==> config.mk <==
export PLATFORM = sky130hd
export DESIGN_NAME = lifting_step_row
export DESIGN_NICKNAME = d
export VERILOG_FILES = /design/src/rtl/lifting_step_row.sv
export SDC_FILE = /design/constraint.sdc
export NUM_CORES = 1
export LEC_CHECK = 0
export BUFFER_PORTS_ARGS = -buffer_cell sky130_fd_sc_hd__buf_2
export CAP_MARGIN = 20
export CORE_ASPECT_RATIO = 1.2
export CORE_MARGIN = 2
export CORE_UTILIZATION = 45
export CTS_CLUSTER_SIZE = 16
export DETAILED_ROUTE_END_ITERATION = 10
export GPL_TIMING_DRIVEN = 1
export PLACE_DENSITY_LB_ADDON = 0.2
export SKIP_LAST_GASP = 1
export SYNTH_ARGS = -nofsm -noshare
export SYNTH_HDL_FRONTEND = slang
export SYNTH_SLANG_ARGS = --single-unit
==> constraint.sdc <==
create_clock -name clk -period 15.6 [get_ports clk]
set_input_delay 1.56 -clock clk [delete_from_list [all_inputs] [get_ports clk]]
set_output_delay 1.56 -clock clk [all_outputs]
set_load 0.02 [all_outputs]
==> src/rtl/lifting_step_row.sv <==
// One lifting step of a 1-D wavelet row transform, Channels lanes sharing one handshake.
// Predict mode holds one pair so it can see the right neighbour; Update mode remembers the previous odd.
//   state    | meaning
//   ST_IDLE  | no pair held, start of a line
//   ST_HOLD  | one pair held, waiting for its right neighbour
//   ST_FLUSH | eol pair held, input stalled until it is emitted
module lifting_step_row #(
   parameter int    Channels = 1,
   parameter int    Width    = 16,
   parameter int    Point    = 12,
   parameter string Mode     = "Predict",
   parameter real   K        = -1.586134342,
   parameter int    KWidth   = 16,
   parameter int    KPoint   = 13
) (
   input  logic                      clk,
   input  logic                      rst,
   input  logic                      s_valid,
   output logic                      s_ready,
   input  logic                      s_sof,
   input  logic                      s_eol,
   input  logic [Channels*Width-1:0] s_even,
   input  logic [Channels*Width-1:0] s_odd,
   output logic                      m_valid,
   input  logic                      m_ready,
   output logic                      m_sof,
   output logic                      m_eol,
   output logic [Channels*Width-1:0] m_even,
   output logic [Channels*Width-1:0] m_odd
);
   localparam int CW      = Channels * Width;
   localparam int PW      = Width + KWidth + 1;
   localparam bit IS_PRED = (Mode == "Predict");
   localparam int KQ_I    = int'(K * (2.0 ** KPoint));
   localparam logic signed [KWidth-1:0] KQ      = KWidth'(KQ_I);
   localparam logic signed [PW-1:0]     RND     = PW'(1) << (KPoint - 1);
   localparam logic signed [PW:0]       SAT_MAX = ((PW+1)'(1) << (Width - 1)) - (PW+1)'(1);
   localparam logic signed [PW:0]       SAT_MIN = -((PW+1)'(1) << (Width - 1));

   if (KQ_I > (2 ** (KWidth - 1)) - 1 || KQ_I < -(2 ** (KWidth - 1))) begin : g_kq_check
      $error("lifting_step_row: K quantises to %0d, outside signed %0d-bit range", KQ_I, KWidth);
   end
   if (Mode != "Predict" && Mode != "Update") begin : g_mode_check
      $error("lifting_step_row: Mode must be Predict or Update");
   end
   if (KPoint < 1 || Point >= Width) begin : g_fmt_check
      $error("lifting_step_row: unsupported fixed-point format");
   end

   typedef enum logic [1:0] {ST_IDLE, ST_HOLD, ST_FLUSH} state_t;

   state_t          state_q, state_d;
   logic [CW-1:0]   hold_even_q, hold_even_d, hold_odd_q, hold_odd_d, prev_odd_q, prev_odd_d;
   logic            hold_sof_q, hold_sof_d, line_start_q, line_start_d;
   logic            m_valid_q, m_valid_d, m_sof_q, m_sof_d, m_eol_q, m_eol_d;
   logic [CW-1:0]   m_even_q, m_even_d, m_odd_q, m_odd_d;
   logic [CW-1:0]   pred_nb, pred_odd, upd_prev, upd_even;
   logic            out_free, accept;

   // base + round(Kq*(a+b) / 2^KPoint), saturated to the sample range
   function automatic logic [Width-1:0] lift(input logic signed [Width-1:0] base,
                                             input logic signed [Width-1:0] a,
                                             input logic signed [Width-1:0] b);
      logic signed [Width:0] sum;
      logic signed [PW-1:0]  prod;
      logic signed [PW-1:0]  t;
      logic signed [PW:0]    r;
      sum  = (Width+1)'(a) + (Width+1)'(b);
      prod = PW'(sum) * PW'(KQ);
      t    = (prod + RND) >>> KPoint;
      r    = (PW+1)'(base) + (PW+1)'(t);
      if (r > SAT_MAX)      lift = SAT_MAX[Width-1:0];
      else if (r < SAT_MIN) lift = SAT_MIN[Width-1:0];
      else                  lift = r[Width-1:0];
   endfunction

   assign out_free = !m_valid_q || m_ready;
   assign s_ready  = !rst && out_free && (state_q != ST_FLUSH);
   assign accept   = s_valid && s_ready;

   // the eol pair mirrors itself as right neighbour; a line's first pair mirrors its own odd
   assign pred_nb  = (state_q == ST_FLUSH) ? hold_even_q : s_even;
   assign upd_prev = (line_start_q || s_sof) ? s_odd : prev_odd_q;

   always_comb begin
      pred_odd = '0;
      upd_even = '0;
      for (int c = 0; c < Channels; c++) begin
         pred_odd[c*Width +: Width] = lift(hold_odd_q[c*Width +: Width],
                                           hold_even_q[c*Width +: Width],
                                           pred_nb[c*Width +: Width]);
         upd_even[c*Width +: Width] = lift(s_even[c*Width +: Width],
                                           upd_prev[c*Width +: Width],
                                           s_odd[c*Width +: Width]);
      end
   end

   always_comb begin
      state_d      = state_q;
      hold_even_d  = hold_even_q;
      hold_odd_d   = hold_odd_q;
      hold_sof_d   = hold_sof_q;
      prev_odd_d   = prev_odd_q;
      line_start_d = line_start_q;
      m_valid_d    = m_valid_q;
      m_sof_d      = m_sof_q;
      m_eol_d      = m_eol_q;
      m_even_d     = m_even_q;
      m_odd_d      = m_odd_q;
      if (out_free) m_valid_d = 1'b0;
      if (IS_PRED) begin
         case (state_q)
            ST_IDLE: begin
               if (accept) begin
                  hold_even_d = s_even;
                  hold_odd_d  = s_odd;
                  hold_sof_d  = s_sof;
                  state_d     = s_eol ? ST_FLUSH : ST_HOLD;
               end
            end
            ST_HOLD: begin
               if (accept) begin
                  m_valid_d   = 1'b1;
                  m_even_d    = hold_even_q;
                  m_odd_d     = pred_odd;
                  m_sof_d     = hold_sof_q;
                  m_eol_d     = 1'b0;
                  hold_even_d = s_even;
                  hold_odd_d  = s_odd;
                  hold_sof_d  = s_sof;
                  state_d     = s_eol ? ST_FLUSH : ST_HOLD;
               end
            end
            ST_FLUSH: begin
               if (out_free) begin
                  m_valid_d = 1'b1;
                  m_even_d  = hold_even_q;
                  m_odd_d   = pred_odd;
                  m_sof_d   = hold_sof_q;
                  m_eol_d   = 1'b1;
                  state_d   = ST_IDLE;
               end
            end
            default: state_d = ST_IDLE;
         endcase
      end else if (accept) begin
         m_valid_d    = 1'b1;
         m_even_d     = upd_even;
         m_odd_d      = s_odd;
         m_sof_d      = s_sof;
         m_eol_d      = s_eol;
         prev_odd_d   = s_odd;
         line_start_d = s_eol;
      end
   end

   always_ff @(posedge clk) begin
      if (rst) begin
         state_q      <= ST_IDLE;
         hold_even_q  <= '0;
         hold_odd_q   <= '0;
         hold_sof_q   <= 1'b0;
         prev_odd_q   <= '0;
         line_start_q <= 1'b1;
         m_valid_q    <= 1'b0;
         m_sof_q      <= 1'b0;
         m_eol_q      <= 1'b0;
         m_even_q     <= '0;
         m_odd_q      <= '0;
      end else begin
         state_q      <= state_d;
         hold_even_q  <= hold_even_d;
         hold_odd_q   <= hold_odd_d;
         hold_sof_q   <= hold_sof_d;
         prev_odd_q   <= prev_odd_d;
         line_start_q <= line_start_d;
         m_valid_q    <= m_valid_d;
         m_sof_q      <= m_sof_d;
         m_eol_q      <= m_eol_d;
         m_even_q     <= m_even_d;
         m_odd_q      <= m_odd_d;
      end
   end

   assign m_valid = m_valid_q;
   assign m_sof   = m_sof_q;
   assign m_eol   = m_eol_q;
   assign m_even  = m_even_q;
   assign m_odd   = m_odd_q;
endmodule

Word-level counts from Yosys, hierarchy flattened

Cells that the tools add are included.

$add $sub $neg: 3
Multiply operators: 1
Magnitude comparators: 2
Equality and inequality tests: 6
Muxes and demuxes: 23
Reduce and logical (&&, ||, !) cells: 12

Operator list:

| cell                                                                            | count |
|---|---|
| 16-bit two-way mux                                                              | 7 |
| 16-bit case mux with 2 select lines                                             | 2 |
| 32-bit by 14-bit adder with 33-bit output (second input constant)               | 1 |
| 17-bit by 14-bit multiplier with 31-bit output (second input constant)          | 1 |
| 16-bit by 20-bit adder with 21-bit output                                       | 1 |
| 21-bit by 16-bit > comparator with 1-bit output (second input constant)         | 1 |
| 21-bit by 16-bit less-than comparator with 1-bit output (second input constant) | 1 |
| 16-bit by 16-bit adder with 17-bit output                                       | 1 |
| 1-bit two-way mux                                                               | 7 |
| 2-bit two-way mux                                                               | 3 |
| 2-bit != test (second input constant)                                           | 3 |
| 1-bit case mux with 2 select lines                                              | 3 |
| 2-bit case mux with 2 select lines                                              | 1 |
| 2-bit AND reduction                                                             | 2 |
| 1-bit logical AND                                                               | 3 |
| 3-bit AND reduction                                                             | 1 |
| 2-bit by 1-bit equality test with 1-bit output (second input constant)          | 1 |
| 2-bit equality test (second input constant)                                     | 1 |
| 1-bit logical NOT                                                               | 2 |
| 2-bit logical NOT                                                               | 1 |
| 2-bit by 1-bit != test with 1-bit output (second input constant)                | 1 |
| 2-bit nonzero test                                                              | 1 |
| 2-bit OR reduction                                                              | 1 |
| 1-bit logical OR                                                                | 1 |

Register bits after elaboration: 70
Input bits: 38
Output and inout bits: 36
Logic and storage cells: 56

Logic depth before layout (Yosys ltp)

Word-level depth: 11
Depth in mapped cells: 53
Gate-level depth less buffers: 48

Least setup slack after synthesis

Ideal clock, no wire load.

Path kind: input to register
Start: input port s_even[0]
End: register m_odd_q[10] (netlist: m_odd[10])
Library setup time: 0.137 ns
Data arrival time: 13.892 ns
Data required time: 15.463 ns
Setup slack: 1.570 ns
Cell stages on the path: 47
Buffers on the path: 2
Cell sequence: mux2_2 > ha_1 > inv_1 > fa_1 > nor2b_1 > o21ai_0 > a21boi_0 > o21ai_0 > a21boi_0 > o211ai_1 > a211oi_1 > o31ai_1 > a31oi_1 > inv_1 > ha_1 > inv_1 > fa_1 > inv_1 > (+11 left out) > o311ai_4 > or4b_4 > a2111o_1 > nor3_1 > mux2i_1 > xnor2_1 > ha_1 > clkbuf_1 > a21o_1 > a21oi_1 > o21a_1 > o31ai_1 > a21oi_1 > xnor2_1 > or4_1 > a21oi_1 > clkbuf_1 > a211oi_1

Cells in the longest elaborated chain, start to end: 10
Elaborated cells on any way between the ends: 12
Those cells by class: add/sub: 3; mul: 1; order compare: 2; mux: 6

Ends and longest elaborated chain:

| what                                                    | RTL line | RTL |
|---|---|---|
| start, declared                                         | 22       | `input logic [Channels*Width-1:0] s_even,` |
| 16-bit two-way mux *                                    | 82       | `assign pred_nb = (state_q == ST_FLUSH) ? hold_even_q : s_even;` |
| 16-bit by 16-bit adder with 17-bit output *             | 68       | `sum = (Width+1)'(a) + (Width+1)'(b);` |
| 17-bit by 14-bit multiplier with 31-bit output *        | 69       | `prod = PW'(sum) * PW'(KQ);` |
| 32-bit by 14-bit adder with 33-bit output *             | 70       | `t = (prod + RND) >>> KPoint;` |
| 16-bit by 20-bit adder with 21-bit output *             | 71       | `r = (PW+1)'(base) + (PW+1)'(t);` |
| 21-bit by 16-bit less-than comparator with 1-bit output | 73       | `else if (r < SAT_MIN) lift = SAT_MIN[Width-1:0];` |
| 16-bit two-way mux                                      | 73       |  |
| 16-bit two-way mux *                                    | 72       | `if (r > SAT_MAX) lift = SAT_MAX[Width-1:0];` |
| 16-bit two-way mux (on tied branches)                   | 135, 122 |  |
| 16-bit case mux with 2 select lines *                   | 112      | `case (state_q)` |
| end signal, assigned                                    | 181      | `m_odd_q <= m_odd_d;` |
| end, declared                                           | 56       | `logic [CW-1:0] m_even_q, m_even_d, m_odd_q, m_odd_d;` |

Every way passes the cells marked *; elsewhere a longest branch is shown, timed or not. The select of a mux whose other input is x is not followed.
A chain may end at the register's enable or synchronous reset.

Final worst setup path

Start: input port s_even[0]
End: register m_odd_q[5] (netlist: m_odd[5])

Same word-level chain as after synthesis.

==> results by stage <==
Synth:
- Ranked by total cell area, the synthesized netlist is headed by sky130_fd_sc_hd__fa_1, sky130_fd_sc_hd__ha_1, sky130_fd_sc_hd__dfxtp_1.
- The synthesized area per cell is 8.314 sq um.
- The most frequently used flop master after synthesis is sky130_fd_sc_hd__dfxtp_1.
- The synthesis warning total is 0.
- The proportion of synthesized chip area in sequential cells is 0.1359.
- The count of different cell masters after synthesis is 66.
- The number of nets in the synthesized netlist is 1,531.
- The share of flip-flops with an asynchronous set or reset after synthesis is 0.
- The proportion of netlist area held by the largest area contributor is 0.2117.
- The post-synthesis instance area is 0.01031 sq mm.
- The synthesized design spends more area on one cell type than any other, namely sky130_fd_sc_hd__fa_1.
- The most instantiated library cell after synthesis is sky130_fd_sc_hd__inv_1.
- Ranked by instance count, the synthesized netlist is headed by sky130_fd_sc_hd__inv_1, sky130_fd_sc_hd__nand2_1, sky130_fd_sc_hd__ha_1.
- The number of register bits inferred by synthesis is 70.
- The number of flops mapped to enable cells by yosys is 0.
- The synthesized instance count is 1,240.

Placement:
- The HPWL after detailed placement is 20.66 mm.
- The count of buffers from port buffering is 73.
- The global placement routability congestion is 0.9226.

Routing:
- In this run, the number of DRC markers left after iteration 0 of detailed routing was 412.
- The average vias per placed instance is 5.312.
- After detailed routing, the number of remaining DRC violations is 0.
- The first detailed-routing pass ran for 5 iterations.
- The per-cell routed wire length is 15.49 um.
- For this block, the routed nets add up to 24.50 mm of wire.
- The final route contains 8,403 vias.
- The number of nets with antenna violations after routing is 0.

Floorplanning:
- Row generation in the floorplan step produced 60 rows.
- The I/O pin total is 74.
- The initial standard-cell utilization of the core is 0.4593.
- The core region is 0.02245 sq mm.
- The horizontal extent of the die is 142.2 um.
- The die height is 169.8 um.
- The die covers 0.02414 sq mm.

Global routing:
- The number of antenna violations at the first check in global routing is 0.
- The first global-routing pass estimated 40.57 mm of wire.
- The pin count of the biggest net entering global routing is 74.
- The via count of the first global-routing pass is 8,148.
- Summed over all layers, the global routing overflow is 0.
- The overall fraction of global-route tracks in use is 0.2076.

STA:
- The aggregate negative setup slack is 0 ns.
- At the pin with the least slew margin, the transition time is 0.8437 ns.
- Setup repair after global routing left no endpoint under its margin.
- The number of pins exceeding their max-slew limit in the final report is 0.
- The worst path needs 13.36 ns of the cycle, external delays included.
- Of the available clock period, the critical path in the final layout requires 0.8565.
- Setup violations remaining at the end of the flow were counted as 0.
- The final number of hold-violating endpoints is 0.
- The relative slew slack is 0.4230.
- On the final layout, the worst clock skew is 0.007842 ns.
- The achievable clock frequency is 74.84 MHz.

Clock tree:
- The clock-pin slew reported for the worst setup and hold paths after clock tree synthesis is 0.06 ns.
- CTS built an H-tree with a depth of 3.
- The number of clock sinks is 70.
- The hold-fix buffer count after cts is 0.
- In this run the clock root is driven by a sky130_fd_sc_hd__clkbuf_16.
- The clock latency of the later-clocked register in the worst-skew pair is 0.33 ns.
- TritonCTS built the clock tree.
- The clock tree buffer depth is 2.
- In this run, post-CTS repair resized a total of 0 instances.
- The number of buffers created by CTS is 9.
- The count of buffers added by post-CTS timing repair for setup is 0.

Setup path:
- The signal arrival time at the worst endpoint is 13.53 ns.
- At the worst endpoint, the required time is 15.77 ns.
- The worst setup path is launched from an input pin.
- Along the worst path, the maximum fanout reaches 15.
- The startpoint of the worst setup timing path is s_even[0].
- For this design, the slowest cell found on the critical path is sky130_fd_sc_hd__or4b_4.
- The largest incremental delay on the critical path is 0.55 ns.
- The worst setup path is captured at a flip-flop.
- By startpoint and endpoint, the worst setup path is classified as input pin to flip-flop.
- The worst reg2reg path startpoint is state_q[0]$_SDFFE_PP0P_.

Layout:
- In the final layout, the share of cells above drive strength 1 is 0.09823.
- The repair_antennas step left the layout with diodes totalling 0.
- The number of fill cells in the layout is 2,221.
- The area growth from synthesis to layout is 9.272%.
- The net total in the final layout is 1,590.

Hold path:
- The source of the worst hold timing path is m_even[2]$_SDFFE_PP0P_.
- The min-delay analysis places its worst path in the category flip-flop to flip-flop.

Job:
- The number of max-capacitance violations reported is 0.

Run status:
- The run finished with clean final reports.
worst paths after layout:
kind	to	slack, ns	cells after the start
setup / recovery	m_odd[5]$_SDFFE_PP0P_	2.24	48
hold / removal	m_even[2]$_SDFFE_PP0P_	0.45	2
setup reg to reg	m_odd[5]$_SDFFE_PP0P_	2.59	50
hold reg to reg	m_even[2]$_SDFFE_PP0P_	0.45	2
worst max-delay path: cells and delay by family:
family | cells | cell delay, ns
AOI/OAI and AO/OA | 19 | 3.92
xor gates and xnor gates | 2 | 0.24
adders and majority gates | 10 | 4.25
buffers and inverters | 9 | 1.30
muxes | 2 | 0.38
and+or+nand+nor | 6 | 1.83
sequential cells by signal (all words and copies together) (netlist names):
signal	cells
hold_sof_q	1
m_odd	16
hold_odd_q	16
m_valid	1
m_eol	1
m_even	16
state_q	2
hold_even_q	16
m_sof	1
cells in the final DEF, fill, tap and decap left out, drive strengths merged, types with 8 or more instances in the layout:
master    n
a211oi   23
a21o     16
nor2     63
a21oi   104
clkbuf   11
xor2     15
nand2b   12
nand2   149
nor2b    11
o21a     14
or3       8
inv     215
o211ai   13
nor3     20
fa      109
ha      144
o21ai    35
mux2     17
dfxtp    70
xnor2    54
buf      82
nand3    19
kinds of logic after synthesis:
kind of cell / after synthesis / share of synthesized area
AND/OR/NAND/NOR: 323 / 0.1444
AO/OA/AOI/OAI: 253 / 0.1595
adder cells (fa/ha/maj): 253 / 0.3864
buffers and inverters: 249 / 0.09078
flip-flops: 70 / 0.1359
XOR/XNOR: 69 / 0.05862
multiplexers: 23 / 0.02439
cell type report:
type,count,area (sq um),area share
Clock buffer,11,242.7,0.02155
Timing Repair Buffer,82,432.9,0.03843
Inverter,215,807.0,0.07163
Sequential cell,70,1401,0.1244
Tap cell,279,349.1,0.03099
Multi-Input combinational cell,921,7985,0.7088
Clock inverter,4,47.55,0.004220
routing by layer:
metal	global-route usage	vias to the layer above	share of wire
li1	-	4235	-
met1	0.2781	3970	0.46
met2	0.3688	172	0.49
met3	0.01013	26	0.032
met4	0.04913	0	0.015
met5	0	-	0
stage by stage:
stage               cells  instance area [sq um]  worst slack, ns  utilization  hold slack (ns)
floorplan            1240                  10310            1.570            -           0.4321
finish               1582                  11270            2.239       0.5019           0.4508
CTS                  1581                  11260            1.708       0.5016           0.4528
global route         1582                  11270            1.280       0.5019           0.4691
global placement     1566                  10970            1.535       0.4886           0.4404
detailed placement   1566                  10970            1.402       0.4886           0.4442
Power is not shown: default switching activity piles up to over one toggle a cycle in this logic, so the estimate is an artifact.
